File: config.mk
export PLATFORM = sky130hd
export DESIGN_NAME = load_store_unit
export DESIGN_NICKNAME = d
export VERILOG_FILES = /design/src/rtl/load_store_unit.sv
export SDC_FILE = /design/constraint.sdc
export NUM_CORES = 1
export LEC_CHECK = 0
export CAP_MARGIN = 10
export CORE_MARGIN = 8
export CORE_UTILIZATION = 40
export DETAILED_ROUTE_END_ITERATION = 12
export PLACE_DENSITY = 0.72
export SKIP_LAST_GASP = 1
export SLEW_MARGIN = 20
export SYNTH_ARGS = -nofsm -noshare
export SYNTH_HDL_FRONTEND = slang
export SYNTH_SLANG_ARGS = --single-unit
File: constraint.sdc
create_clock -name clk -period 3.53 [get_ports clk]
set_input_delay 0.706 -clock clk [delete_from_list [all_inputs] [get_ports clk]]
set_output_delay 0.706 -clock clk [all_outputs]
set_load 0.05 [all_outputs]
File: src/rtl/load_store_unit.sv
// Load/store unit: turns byte/half/word requests into aligned word accesses,
// with read-modify-write for sub-word stores and sign/zero-extended loads.
module load_store_unit #(
  parameter int unsigned MEM_BYTES = 512
) (
  input  logic        clk,
  input  logic        reset,
  input  logic        req_valid,
  output logic        req_ready,
  input  logic        req_we,
  input  logic [1:0]  req_size,
  input  logic        req_signed,
  input  logic [31:0] req_addr,
  input  logic [31:0] req_wdata,
  output logic        resp_valid,
  output logic [31:0] resp_rdata,
  output logic        resp_err,
  output logic [31:0] mem_addr,
  output logic [31:0] mem_wdata,
  output logic        mem_ren,
  output logic        mem_wen,
  input  logic [31:0] mem_rdata
);

  typedef enum logic [2:0] {
    S_IDLE,
    S_RD,
    S_CAP,
    S_WR,
    S_RSP,
    S_ERR
  } state_t;

  state_t      state_q, state_d;
  logic        we_q, we_d;
  logic [1:0]  size_q, size_d;
  logic        sgn_q, sgn_d;
  logic [1:0]  lane_q, lane_d;
  logic [31:0] wdata_q, wdata_d;
  logic [31:0] addr_q, addr_d;
  logic [31:0] wbuf_q, wbuf_d;
  logic [31:0] rdata_q, rdata_d;

  logic        req_err;
  logic [7:0]  byte_sel;
  logic [15:0] half_sel;

  always_comb begin
    req_err = (req_size == 2'b11)
            || (req_size == 2'b01 && req_addr[0])
            || (req_size == 2'b10 && req_addr[1:0] != 2'b00)
            || (req_addr >= 32'(MEM_BYTES));
    byte_sel = mem_rdata[{lane_q, 3'b000} +: 8];
    half_sel = lane_q[1] ? mem_rdata[31:16] : mem_rdata[15:0];
  end

  always_comb begin
    state_d = state_q;
    we_d    = we_q;
    size_d  = size_q;
    sgn_d   = sgn_q;
    lane_d  = lane_q;
    wdata_d = wdata_q;
    addr_d  = addr_q;
    wbuf_d  = wbuf_q;
    rdata_d = rdata_q;
    unique case (state_q)
      S_IDLE: begin
        if (req_valid) begin
          we_d    = req_we;
          size_d  = req_size;
          sgn_d   = req_signed;
          lane_d  = req_addr[1:0];
          wdata_d = req_wdata;
          if (req_err) begin
            state_d = S_ERR;
          end else begin
            addr_d = {req_addr[31:2], 2'b00};
            if (req_we && req_size == 2'b10) begin
              wbuf_d  = req_wdata;
              state_d = S_WR;
            end else begin
              state_d = S_RD;
            end
          end
        end
      end
      S_RD: state_d = S_CAP;
      S_CAP: begin
        if (we_q) begin
          // Merge the new lane(s) into the word just read back.
          wbuf_d = mem_rdata;
          if (size_q == 2'b00) begin
            wbuf_d[{lane_q, 3'b000} +: 8] = wdata_q[7:0];
          end else if (lane_q[1]) begin
            wbuf_d[31:16] = wdata_q[15:0];
          end else begin
            wbuf_d[15:0] = wdata_q[15:0];
          end
          state_d = S_WR;
        end else begin
          unique case (size_q)
            2'b00:   rdata_d = {{24{sgn_q & byte_sel[7]}}, byte_sel};
            2'b01:   rdata_d = {{16{sgn_q & half_sel[15]}}, half_sel};
            default: rdata_d = mem_rdata;
          endcase
          state_d = S_RSP;
        end
      end
      S_WR:    state_d = S_RSP;
      S_RSP:   state_d = S_IDLE;
      S_ERR:   state_d = S_IDLE;
      default: state_d = S_IDLE;
    endcase
  end

  always_ff @(posedge clk) begin
    if (reset) begin
      state_q <= S_IDLE;
      we_q    <= 1'b0;
      size_q  <= '0;
      sgn_q   <= 1'b0;
      lane_q  <= '0;
      wdata_q <= '0;
      addr_q  <= '0;
      wbuf_q  <= '0;
      rdata_q <= '0;
    end else begin
      state_q <= state_d;
      we_q    <= we_d;
      size_q  <= size_d;
      sgn_q   <= sgn_d;
      lane_q  <= lane_d;
      wdata_q <= wdata_d;
      addr_q  <= addr_d;
      wbuf_q  <= wbuf_d;
      rdata_q <= rdata_d;
    end
  end

  assign req_ready  = (state_q == S_IDLE) && !reset;
  assign mem_ren    = (state_q == S_RD);
  assign mem_wen    = (state_q == S_WR);
  assign resp_valid = (state_q == S_RSP) || (state_q == S_ERR);
  assign resp_err   = (state_q == S_ERR);
  assign resp_rdata = rdata_q;
  assign mem_addr   = addr_q;
  assign mem_wdata  = wbuf_q;

endmodule

==> results.md <==
- Clock transition at the registers of the reported paths: 0.06 ns
- CTS Root Buffer Type: sky130_fd_sc_hd__clkbuf_16
- # hold bufs at CTS: 0
- Resized cells post-CTS: 0
- RSZ-0062 raised after global routing: false
- Outcome: completed
- DRC: 0
- Register area share after synthesis: 39.9%
- Buffer count from post-CTS setup fixing: 0
- Post-route antenna net violation count: 0
- Non-filler instance count after layout: 1061
- Net count of the finished layout: 972
- Worst Reg-to-Reg Cells: 8
- Sequential standard cell area: 0.00238 mm2
- Number of enable flip-flop cells after synthesis: 0
- Slew margin rel.: 56.7%
- Maximum clock frequency: 347 MHz
- Insertion delay to the later sink of the worst-skew pair: 0.42 ns
- Area of the die: 0.0191 mm2
- Count of pins over their slew limit: 0
- Final weighted congestion of routability-driven global placement: 0.921
- Filler cells: 1277
- Wire length of the first global-routing pass: 34300 um
- Count of cells along the worst hold path: 1
- Chip height: 138 um
- Die outline width: 138 um
- Layout cells sized above 1: 8.44%
- Clock Tree Buf Depth: 2
- GRT Util Overall: 21.9%
- Number of diodes: 0
- Vias after detailed routing: 6142
- Crit. path cell count: 3
- Max FO, Critical Path: 10
- TritonCTS buffer count: 17
- Leakage power of the design: 2.94 nW
- Average instance area after synthesis: 8.56 um2
- TritonCTS clock tree: done
- I/O pin total: 204
- Maximum number of pins on one net before global-route repair: 66
- Required time at the worst-slack endpoint: 2.82 ns
- Asr flop ratio synth: 0%
- Via count of the first global-routing pass: 6321
- Congestion Overflow GR: 0
- Register bit count reported by yosys: 119
- Worst Skew: 0.00733 ns
- Area growth from synthesis to layout: 45.7%
- Ordered list of cells on the worst path: inv_1, nor3_1, clkdlybuf4s50_1
- Critical path start-end classification: flip-flop to output port
- Core Rows: 44
- Transition time at the pin with the least slew margin: 0.649 ns
- Share of the cycle needed by the critical path after routing: 81.5%
- Final min period: 2.88 ns
- MaxCap Viol Count: 0
- Worst EP arrival: 2.17 ns
- Post-layout total power: 0.00446 W
- Starting utilization of the core area: 41.0%
- Gate family responsible for the most delay along the worst path: buffers and inverters
- Detailed-routing iteration count for the pre-antenna-repair pass: 5
- Antenna violations before repair: 1
- Core Area: 0.0145 mm2
- Max incr delay on CP: 0.85 ns
- YS warnings: 0
- Total power divided by cell area: 513 mW/mm2
- Number of buffers inserted by port buffering: 201
- Total buffers and inverters traversed by the critical path: 2
- Drt total wl: 21600 um
- Number of H-tree levels: 4
- Per-cell via count in the routed design: 5.79
- Main synth FF type: sky130_fd_sc_hd__dfxtp_1
- Number of cells produced by synthesis: 697
- Category of the worst setup path capture point: output port
- Routed length per placed instance: 20.4 um
- DPL Wire Length: 15900 um
- Final setup violating endpoints: 0
- Post-Place Cells: 1029
- Sum Neg Setup Slack: 0 ns
- DRT iter0 DRCs: 536
- Netlist area before placement: 0.00596 mm2
- Sinks on the clock net: 119
- Worst vdd ir: 0.433 mV
- Sort of element at the start of the critical path: flip-flop
- Endpoints failing hold: 0
- Area occupied by multi-input gates: 0.00324 mm2
- Classification of the worst-slack hold path: flip-flop to flip-flop
- Slowest library cell on the worst path: sky130_fd_sc_hd__clkdlybuf4s50_1
- Count of distinct cell types in the synthesized netlist: 45
[sequential cells by signal, summed over array words and instances (netlist names)]
register and cells:
mem_addr 30, lane_q 2, mem_wdata 32, state_q 3
size_q 2, wdata_q 16, sgn_q 1, resp_rdata 32
we_q 1
[logic make-up (layout without fill, tap and decap cells)]
group / after synthesis / after routing / share of synthesized area [%]
flip-flops: 119 / 119 / 39.9
adder cells (fa/ha/maj): 5 / 5 / 1.05
AO/OA/AOI/OAI: 248 / 248 / 29.5
other: 1 / 2 / 0.0629
buffers and inverters: 84 / 263 / 5.96
AND/OR/NAND/NOR: 192 / 192 / 15.1
multiplexers: 48 / 48 / 8.43
[metal layers]
layer / routed length, um / part of all wire [%] / vias up / track usage, %
li1: - / - / 2952 / -
met4: 637 / 3.0 / 2 / 9.32
met5: 13 / 0.060 / - / 0
met3: 1850 / 8.6 / 36 / 8.01
met1: 9290 / 43 / 2877 / 26.6
met2: 9790 / 45 / 275 / 34.2
[placed cells by master, fill, tap and decap left out, drive strengths merged, types with 7 or more instances in the layout]
| cell | netlist | final |
|---|---|---|
| dfxtp | 119 | 119 |
| and2 | 24 | 24 |
| nand2 | 81 | 81 |
| clkdlybuf4s50 | 0 | 200 |
| o21ai | 9 | 9 |
| nor4 | 7 | 7 |
| clkbuf | 57 | 17 |
| inv | 13 | 23 |
| buf | 14 | 18 |
| nor3 | 22 | 22 |
| mux2i | 39 | 39 |
| a211oi | 56 | 56 |
| a221oi | 37 | 37 |
| a21oi | 96 | 96 |
| a311oi | 32 | 32 |
| nor2 | 39 | 39 |
| mux2 | 8 | 8 |
[metrics by stage]
stage                     util, %  instance area (um2)  hold WS [ns]  setup WS [ns]
after floorplan                 -                 5970         0.445          0.133
after global placement       55.4                 8050         0.441          0.557
after detailed placement     55.4                 8050         0.444          0.468
after CTS                    59.7                 8680         0.462          0.621
after global routing         59.8                 8690         0.477          0.508
final                        59.8                 8690         0.459          0.652
[synthesized netlist by cell type (3+ instances only)]
master | count | area [um2]
sky130_fd_sc_hd__clkbuf_1 | 57 | 214
sky130_fd_sc_hd__dfxtp_1 | 119 | 2380
sky130_fd_sc_hd__inv_1 | 13 | 48.8
sky130_fd_sc_hd__nor3_1 | 21 | 105
sky130_fd_sc_hd__mux2i_1 | 39 | 390
sky130_fd_sc_hd__nor4_1 | 7 | 43.8
sky130_fd_sc_hd__a2bb2oi_1 | 5 | 43.8
sky130_fd_sc_hd__ha_1 | 5 | 62.6
sky130_fd_sc_hd__a211oi_1 | 56 | 420
sky130_fd_sc_hd__nor2b_1 | 3 | 18.8
sky130_fd_sc_hd__buf_6 | 3 | 33.8
sky130_fd_sc_hd__a221oi_1 | 37 | 324
sky130_fd_sc_hd__nand2b_1 | 3 | 18.8
sky130_fd_sc_hd__nor4bb_1 | 3 | 30.0
sky130_fd_sc_hd__a311oi_2 | 6 | 90.1
sky130_fd_sc_hd__o221ai_1 | 3 | 26.3
sky130_fd_sc_hd__a21oi_1 | 96 | 480
sky130_fd_sc_hd__nand2_1 | 81 | 304
sky130_fd_sc_hd__a311oi_1 | 26 | 228
sky130_fd_sc_hd__nor2_1 | 39 | 146
sky130_fd_sc_hd__o21ai_0 | 8 | 40.0
sky130_fd_sc_hd__and2_1 | 23 | 144
sky130_fd_sc_hd__buf_2 | 8 | 40.0
sky130_fd_sc_hd__mux2_2 | 8 | 90.1
sky130_fd_sc_hd__nand3b_1 | 3 | 22.5
[path summary, 6_finish.rpt]
path | start | endpoint | slack [ns]
max | state_q[0]$_SDFFE_PP0P_ | mem_ren | 0.65
min | mem_addr[16]$_SDFFE_PP0P_ | mem_addr[16]$_SDFFE_PP0P_ | 0.46
max reg2reg | lane_q[1]$_SDFFE_PP0P_ | mem_wdata[21]$_SDFFE_PP0P_ | 0.91
min reg2reg | mem_addr[16]$_SDFFE_PP0P_ | mem_addr[16]$_SDFFE_PP0P_ | 0.46
[where the power goes]
part           switching (W)  leakage (nW)  internal, W
registers          0.0000872         0.965      0.00142
clock network       0.000708         0.308      0.00114
logic               0.000680          1.67     0.000418
total                0.00148          2.94      0.00298
[cell type report]
| type | count | area share, % |
|---|---|---|
| multi-input cells | 495 | 37.4 |
| inverters | 13 | 0.562 |
| well taps | 184 | 2.65 |
| repair buffers | 218 | 24.7 |
| flip-flops and latches | 119 | 27.4 |
| clock inverters | 15 | 2.35 |
| clock buffers | 17 | 4.90 |
(Power assumes the default switching activity.)
